<file path="src/rtl/elevator_call_dispatcher.sv">
// SCAN-policy floor-request dispatcher that feeds targets to the elevator car controller.
// Build option: define EMERGENCY_HOLD_EN to add the emergency_button input and a HALT state.
module elevator_call_dispatcher #(
  parameter int NUM_FLOORS    = 8,
  parameter int STROBE_CYCLES = 4,
  parameter int DWELL_CYCLES  = 16
) (
  input  logic                  CLK,
  input  logic                  reset,
  input  logic [NUM_FLOORS:1]   btn,
  input  logic [0:6]            seg_floor,
  input  logic [0:13]           door_code,
`ifdef EMERGENCY_HOLD_EN
  input  logic                  emergency_button,
`endif
  output logic [NUM_FLOORS:1]   input_floor,
  output logic                  in_floor,
  output logic [NUM_FLOORS:1]   pending,
  output logic [3:0]            cur_floor,
  output logic                  busy,
  output logic                  seg_error,
  output logic [2:0]            dbg_state_o
);

  // Handshake: input_floor is valid from the first ISSUE cycle until retire;
  // the controller captures it on the rising edge of in_floor. No ready exists.
  typedef enum logic [2:0] {
    IDLE   = 3'd0,
    SELECT = 3'd1,
    ISSUE  = 3'd2,
    TRAVEL = 3'd3,
    DWELL  = 3'd4
`ifdef EMERGENCY_HOLD_EN
    , HALT = 3'd5
`endif
  } state_e;

  localparam logic [0:13] DOOR_OPEN   = 14'b0011000_0000001;
  localparam logic [7:0]  STROBE_LAST = 8'(STROBE_CYCLES);
  localparam logic [7:0]  DWELL_LAST  = 8'(DWELL_CYCLES - 1);

  state_e                state_q, state_d;
  logic                  dir_up_q, dir_up_d;
  logic [3:0]            target_q, target_d;
  logic [7:0]            cnt_q, cnt_d;
  logic [NUM_FLOORS:1]   pending_q, pending_d;
  logic [3:0]            cur_floor_q, cur_floor_d;

  logic [3:0]            seg_num;
  logic                  seg_legal;
  logic                  door_open;
  logic [NUM_FLOORS:1]   target_oh;
  logic [3:0]            lo_ge, hi_lt, hi_le, lo_gt;
  logic                  lo_ge_vld, hi_lt_vld, hi_le_vld, lo_gt_vld;

  always_comb begin
    seg_num   = 4'd0;
    seg_legal = 1'b1;
    case (seg_floor)
      7'b0100001: seg_num = 4'd1;
      7'b1001111: seg_num = 4'd2;
      7'b0010010: seg_num = 4'd3;
      7'b0000110: seg_num = 4'd4;
      7'b1001100: seg_num = 4'd5;
      7'b0100100: seg_num = 4'd6;
      7'b0100000: seg_num = 4'd7;
      7'b0001111: seg_num = 4'd8;
      default:    seg_legal = 1'b0;
    endcase
    cur_floor_d = seg_legal ? seg_num : cur_floor_q;
  end

  assign door_open = (door_code == DOOR_OPEN);

  always_comb begin
    target_oh = '0;
    for (int f = 1; f <= NUM_FLOORS; f++)
      target_oh[f] = (int'(target_q) == f);
  end

  // Four sweep candidates around the current floor; descending loops leave the lowest hit.
  always_comb begin
    lo_ge = 4'd0; lo_ge_vld = 1'b0;
    lo_gt = 4'd0; lo_gt_vld = 1'b0;
    hi_le = 4'd0; hi_le_vld = 1'b0;
    hi_lt = 4'd0; hi_lt_vld = 1'b0;
    for (int f = NUM_FLOORS; f >= 1; f--) begin
      if (pending_q[f] && f >= int'(cur_floor_q)) begin
        lo_ge = 4'(f); lo_ge_vld = 1'b1;
      end
      if (pending_q[f] && f > int'(cur_floor_q)) begin
        lo_gt = 4'(f); lo_gt_vld = 1'b1;
      end
    end
    for (int f = 1; f <= NUM_FLOORS; f++) begin
      if (pending_q[f] && f <= int'(cur_floor_q)) begin
        hi_le = 4'(f); hi_le_vld = 1'b1;
      end
      if (pending_q[f] && f < int'(cur_floor_q)) begin
        hi_lt = 4'(f); hi_lt_vld = 1'b1;
      end
    end
  end

  always_comb begin
    state_d   = state_q;
    dir_up_d  = dir_up_q;
    target_d  = target_q;
    cnt_d     = cnt_q;
    pending_d = pending_q | btn;
    case (state_q)
      IDLE: begin
        if (pending_q != '0) state_d = SELECT;
      end
      SELECT: begin
        cnt_d = '0;
        if (dir_up_q) begin
          if (lo_ge_vld) begin
            target_d = lo_ge;
            state_d  = ISSUE;
          end else if (hi_lt_vld) begin
            dir_up_d = 1'b0;
            target_d = hi_lt;
            state_d  = ISSUE;
          end else begin
            state_d = IDLE;
          end
        end else begin
          if (hi_le_vld) begin
            target_d = hi_le;
            state_d  = ISSUE;
          end else if (lo_gt_vld) begin
            dir_up_d = 1'b1;
            target_d = lo_gt;
            state_d  = ISSUE;
          end else begin
            state_d = IDLE;
          end
        end
      end
      ISSUE: begin
        // cnt 0 is the setup cycle; cnt 1..STROBE_CYCLES hold in_floor high.
        if (cnt_q == STROBE_LAST) begin
          state_d = TRAVEL;
          cnt_d   = '0;
        end else begin
          cnt_d = cnt_q + 8'd1;
        end
      end
      TRAVEL: begin
        if (seg_legal && cur_floor_q == target_q && door_open) begin
          state_d = DWELL;
          cnt_d   = '0;
        end
      end
      DWELL: begin
        pending_d = pending_q | (btn & ~target_oh);
        if (!door_open) begin
          cnt_d = '0;
        end else if (cnt_q == DWELL_LAST) begin
          pending_d = pending_d & ~target_oh;
          state_d   = IDLE;
          cnt_d     = '0;
        end else begin
          cnt_d = cnt_q + 8'd1;
        end
      end
`ifdef EMERGENCY_HOLD_EN
      HALT: begin
        pending_d = '0;
        if (!emergency_button) begin
          state_d  = IDLE;
          dir_up_d = 1'b1;
        end
      end
`endif
      default: state_d = IDLE;
    endcase
`ifdef EMERGENCY_HOLD_EN
    if (emergency_button) begin
      state_d   = HALT;
      pending_d = '0;
      cnt_d     = '0;
    end
`endif
  end

  always_ff @(posedge CLK) begin
    if (!reset) begin
      state_q     <= IDLE;
      dir_up_q    <= 1'b1;
      target_q    <= 4'd0;
      cnt_q       <= '0;
      pending_q   <= '0;
      cur_floor_q <= 4'd1;
    end else begin
      state_q     <= state_d;
      dir_up_q    <= dir_up_d;
      target_q    <= target_d;
      cnt_q       <= cnt_d;
      pending_q   <= pending_d;
      cur_floor_q <= cur_floor_d;
    end
  end

  assign input_floor = (state_q == ISSUE || state_q == TRAVEL || state_q == DWELL) ? target_oh : '0;
  assign in_floor    = (state_q == ISSUE) && (cnt_q != 8'd0);
  assign pending     = pending_q;
  assign cur_floor   = cur_floor_q;
  assign busy        = (state_q != IDLE);
  assign seg_error   = !seg_legal;
  assign dbg_state_o = state_q;

endmodule

</file>
<file path="config.mk">
export PLATFORM = sky130hd
export DESIGN_NAME = elevator_call_dispatcher
export DESIGN_NICKNAME = d
export VERILOG_FILES = /design/src/rtl/elevator_call_dispatcher.sv
export SDC_FILE = /design/constraint.sdc
export NUM_CORES = 1
export LEC_CHECK = 0
export CORE_ASPECT_RATIO = 0.7
export CORE_MARGIN = 2
export CORE_UTILIZATION = 35
export CTS_CLUSTER_DIAMETER = 200
export CTS_CLUSTER_SIZE = 24
export DETAILED_ROUTE_END_ITERATION = 10
export PLACE_DENSITY = 0.71
export SYNTH_ARGS = -nofsm -noshare
export SYNTH_HDL_FRONTEND = slang
export SYNTH_SLANG_ARGS = --single-unit
</file>
<file path="constraint.sdc">
create_clock -name CLK -period 3.2 [get_ports CLK]
set_input_delay 0.48 -clock CLK [delete_from_list [all_inputs] [get_ports CLK]]
set_output_delay 0.48 -clock CLK [all_outputs]
set_load 0.02 [all_outputs]
</file>
## Word level (Yosys, flattened, before mapping)

Index checks and enable logic that the tools add are counted.

- Flip-flop bits (word level): 28
- Input bits: 31
- Output and inout port bits: 26
- Logic and storage cells: 218

- Add/subtract/negate cells: 1
- Magnitude comparators: 32
- Equal/unequal tests: 30
- Muxes and demuxes: 96
- Bitwise operators: 5
- Reduce and logical (&&, ||, !) cells: 48

Operator list:

| kind | number |
|---|---|
| two-way mux 4 bit | 35 |
| two-way mux 8 bit | 8 |
| two-way mux 1 bit | 40 |
| logical AND 1 bit | 35 |
| case mux 4 bit (8 select lines) | 1 |
| case mux 8 bit (4 select lines) | 1 |
| == test 7 x 6 -> 1 bit (second input constant) | 3 |
| == test 4 bit (second input constant) | 5 |
| two-way mux 3 bit | 6 |
| bitwise AND 8 bit | 2 |
| greater-or-equal comparator 3 x 4 -> 1 bit (first input constant) | 4 |
| greater-than comparator 3 x 4 -> 1 bit (first input constant) | 4 |
| <= comparator 3 x 4 -> 1 bit (first input constant) | 4 |
| < comparator 3 x 4 -> 1 bit (first input constant) | 4 |
| OR 8 bit | 2 |
| nonzero test 8 bit | 2 |
| case mux 3 bit (5 select lines) | 1 |
| == test 14 x 12 -> 1 bit (second input constant) | 1 |
| == test 7 bit (second input constant) | 2 |
| != test 2 bit (second input constant) | 5 |
| adder 8 x 1 -> 8 bit (second input constant) | 1 |
| == test 4 x 3 -> 1 bit (second input constant) | 2 |
| == test 8 x 3 -> 1 bit (second input constant) | 1 |
| == test 8 x 4 -> 1 bit (second input constant) | 1 |
| 32 further kinds | 42 |

## Logic depth before layout (Yosys ltp)

Gate-level depths: netlist of run 1.

- Depth after elaboration: 14
- Mapped depth: 10
- Gate-level depth less buffers: 8

## Worst setup path after synthesis of run 1

OpenSTA, ideal clock, no wires.

- Path kind: input to output
- Start point: input seg_floor[1] in the netlist's numbering
- End point: output seg_error
- Arrival: 1,834 ps
- Data required time: 2,720 ps
- Setup slack: 886 ps
- Stages on the path: 5
- Path buffers: 0
- Cell sequence: or3b_1 -> a21o_2 -> a21oi_1 -> or3_1 -> a21boi_0

- Longest elaborated chain between the ends: 4
- Elaborated cells on any way between the ends: 11
- Classes of those cells: 8 x eq/ne; 1 x mux; 2 x reduce/logical

RTL lines:

| item | RTL line | RTL |
|---|---|---|
| start, declared | 11 | `input logic [0:6] seg_floor,` |
| == test 7 x 4 -> 1 bit (tied with other cells) | 59 | `case (seg_floor)` |
| OR reduction 8 bit (no line) (*) | n/a |  |
| two-way mux 1 bit (*) | 59 |  |
| logical NOT 1 bit (*) | 211 | `assign seg_error = !seg_legal;` |
| end, declared | 21 | `output logic seg_error,` |

Every way passes the cells marked *; elsewhere a longest branch is shown, timed or not.

## Worst setup path in the final report of run 1

Ends and elaborated chain as after synthesis.

==> metrics.log, run 1 <==
[metrics] number of instances in the synthesized netlist: 351
[metrics] critical setup path kind: input pin to output port
[metrics] status: complete, no violations
[metrics] final period demand of the worst path: 2.814 ns
[metrics] actual slew at the worst max-slew pin: 0.8917 ns
[metrics] internal power summed over all cells: 0.8147 mW
[metrics] initial core utilization: 36.04%
[metrics] Achievable Freq: 355.4 MHz
[metrics] wire per inst: 16.43 um
[metrics] final weighted congestion of routability-driven global placement: 0.9756
[metrics] count of standard-cell rows: 25
[metrics] Port-buffer cells: 56
[metrics] number of hold violations in the final report: 0
[metrics] number of antenna violations at the first check in global routing: 0
[metrics] die outline area: 7651 um^2
[metrics] number of design-rule violations left by the first detailed-router iteration: 178
[metrics] via count: 2920
[metrics] biggest area contributors in the synthesized netlist: sky130_fd_sc_hd__dfxtp_1 (23%), sky130_fd_sc_hd__o21ai_0 (8.0%), sky130_fd_sc_hd__a21oi_1 (7.0%)
[metrics] final setup slack of the worst path: 0.3864 ns
[metrics] synthesized cell area: 2435 um^2
[metrics] final HPWL from detailed placement: 6135 um
[metrics] Worst Hold Slack: 0.5003 ns
[metrics] peak supply drop: 0.2417 mV
[metrics] relative slew slack: 40.47%
[metrics] synthesis-to-layout area growth: 30.06%
[metrics] layout cells sized above 1: 8.312%
[metrics] endpoint arrival time on the critical path: 2.33 ns
[metrics] height of the die: 73.79 um
[metrics] residual antenna-violating net count after detailed routing: 0
[metrics] post-route non-filler standard cell count: 491
[metrics] post-CTS clock slew at the launch and capture registers of the worst setup and hold paths: 0.09 ns
[metrics] clock tree from TritonCTS: built
[metrics] largest net degree at the start of global routing: 27
[metrics] count of final setup violators: 0
[metrics] detailed-routing iteration count for the pre-antenna-repair pass: 5
[metrics] count of cell types in the netlist: 68
[metrics] Cells after DPL: 487
[metrics] switching portion of total power: 40.12%
[metrics] worst setup slack before clock tree synthesis: 0.001267 ns
[metrics] post-synth net total: 384
[metrics] maximum fanout along the worst path: 7
[metrics] relative contribution of the clock network to total power: 20.9%
[metrics] number of global-route vias before repair: 2692
[metrics] Post-synth EDFFs: 0
[metrics] top cells by count, synth: sky130_fd_sc_hd__nor2_1 (41), sky130_fd_sc_hd__o21ai_0 (39), sky130_fd_sc_hd__a21oi_1 (34)
[metrics] worst endpoint required time: 2.72 ns
[metrics] dominant cell by count in the synthesized netlist: sky130_fd_sc_hd__nor2_1
[metrics] Pins Over Slew Limit: 0
[metrics] Placed Instance Area: 3093 um^2
[metrics] Crit. Startpoint: seg_floor[1]
[metrics] Critical Path End Type: output port
[metrics] Leak: 1.131 nW
[metrics] drc violations: 0
[metrics] element type at the critical path start: input pin
[metrics] unrepaired setup endpoints after global routing: no
[metrics] top flip-flop cell by instance count after synthesis: sky130_fd_sc_hd__dfxtp_1
[metrics] Synth Register Bits: 28
[metrics] combinational share of power: 43.6%
[metrics] largest area contributor in the netlist: sky130_fd_sc_hd__dfxtp_1
[metrics] total routed wirelength: 8066 um
[metrics] DR vias/cell: 5.947
[metrics] clock buffer depth: 2
[metrics] max-cap viol count: 0
[metrics] core outline area: 6756 um^2
[metrics] I/O pin total: 57
[metrics] net switching power figure: 0.5459 mW
[metrics] first-pass GRT wire length: 12980 um
[metrics] Cell Pwr Density: 429.7 nW/um^2
[metrics] Post CTS Setup Buffer Count: 0
[metrics] maximum clock skew at final layout: 0.01022 ns
[metrics] number of nets in the final layout: 431
[metrics] Finished Cell Area: 3167 um^2
[metrics] Min-Delay Path Class: register to register
[metrics] CTS HTree Levels: 1
[metrics] share of synthesized registers carrying an async set or reset: 0%
[metrics] remaining global-route overflow: 0
[metrics] source of the worst hold timing path: cnt_q[7]$_SDFFE_PN0P_
[metrics] sequential share of power: 35.5%
[metrics] number of clock buffers inserted by TritonCTS: 3
[metrics] CTS Root Buffer Type: sky130_fd_sc_hd__clkbuf_8
[metrics] share of the synthesized area in the top cell type: 23.02%
[metrics] Final Cycle Share: 87.92%
[metrics] Diodes inserted: 0
[metrics] final setup TNS: 0 ns
[metrics] worst reg2reg path startpoint: cur_floor[0]$_SDFFE_PN1P_
[metrics] Clk Latency, worst-skew pair: 0.28 ns
[metrics] fraction of the yosys area taken by sequential cells: 23.02%
[metrics] syn avg cell area: 6.937 um^2
[metrics] Ys Warns: 0
[metrics] Overall Global Routing Usage: 20.89%
[metrics] Die Span X: 103.7 um
[metrics] CTS sink cnt: 28
==> critical path, cell delays in order <==
cell and delay (ns):
sky130_fd_sc_hd__clkdlybuf4s50_1 0.57, sky130_fd_sc_hd__or3b_1 0.40, sky130_fd_sc_hd__a21o_2 0.21, sky130_fd_sc_hd__a21oi_1 0.17, sky130_fd_sc_hd__or3_1 0.16, sky130_fd_sc_hd__a21boi_0 0.12
sky130_fd_sc_hd__dlymetal6s2s_1 0.23
==> cells by family after synthesis <==
logic type | synth area share [%]
XOR/XNOR | 1.439
adder cells (fa/ha/maj) | 1.028
buffers and inverters | 6.064
flip-flops | 23.02
multiplexers | 0.4111
AND/OR/NAND/NOR | 32.17
AO/OA/AOI/OAI | 35.87
==> flip-flops by register name, indices dropped and copies added (netlist names) <==
name,flops
dir_up_q,1
dbg_state_o,3
target_q,4
cnt_q,8
pending,8
cur_floor,4
==> what timing repair did <==
action	4_1_cts	5_1_grt
endpoints found under the setup margin	0	1
resized for setup	0	1
hold buffers	0	0
==> routing by layer <==
metal / track usage (%) / part of all wire (%)
met4: 4.354 / 0.84
met3: 4.259 / 7.7
met1: 28.88 / 47
met2: 34.07 / 44
met5: 0 / 0
==> cell type report <==
cell class | instances | area [um^2]
Timing Repair Buffer | 68 | 653.1
Clock buffer | 3 | 41.29
Multi-Input combinational cell | 287 | 1727
Inverter | 10 | 37.54
Clock inverter | 1 | 30.03
Sequential cell | 28 | 560.5
Fill cell | 698 | 3590
Tap cell | 94 | 117.6
==> worst paths after layout <==
kind	endpoint	slack, ns	cells after the start
worst max-delay path	seg_error	0.39	7
worst min-delay path	cnt_q[7]$_SDFFE_PN0P_	0.50	1
worst max register to register	target_q[1]$_SDFFE_PN0P_	0.56	7
worst min register to register	cnt_q[7]$_SDFFE_PN0P_	0.50	1
==> cell usage in the layout (no fill, tap or decap), types with 7 or more instances in the layout <==
cell type	count
sky130_fd_sc_hd__a21oi_1	34
sky130_fd_sc_hd__buf_4	12
sky130_fd_sc_hd__clkdlybuf4s50_1	55
sky130_fd_sc_hd__dfxtp_1	28
sky130_fd_sc_hd__inv_1	9
sky130_fd_sc_hd__nand2_1	23
sky130_fd_sc_hd__nand3_1	16
sky130_fd_sc_hd__nand4_1	8
sky130_fd_sc_hd__nor2_1	41
sky130_fd_sc_hd__nor3_1	11
sky130_fd_sc_hd__nor4_1	7
sky130_fd_sc_hd__o21a_1	7
sky130_fd_sc_hd__o21ai_0	39
==> power by group through the flow <==
stage / registers, mW / clock network [mW] / logic, mW
final: 0.483 / 0.285 / 0.593
after global routing: 0.494 / 0.300 / 0.647
after CTS: 0.479 / 0.289 / 0.589
after detailed placement: 0.487 / 0 / 0.585
after global placement: 0.484 / 0 / 0.571
after floorplan: 0.450 / 0 / 0.400
==> metrics by stage <==
| stage | utilization, % | power [mW] |
|---|---|---|
| final | 46.87 | 1.361 |
| after global routing | 46.87 | 1.441 |
| after CTS | 46.83 | 1.356 |
| after detailed placement | 45.78 | 1.072 |
| after global placement | 45.78 | 1.055 |
| after floorplan | - | 0.8501 |
Power figures use the tool's default switching activity.
==> run 2, diff against run 1 <==
- SLEW_MARGIN: unset -> 5
==> results of run 2 <==
Final layout, timing and power as in run 1 (identical DEF).
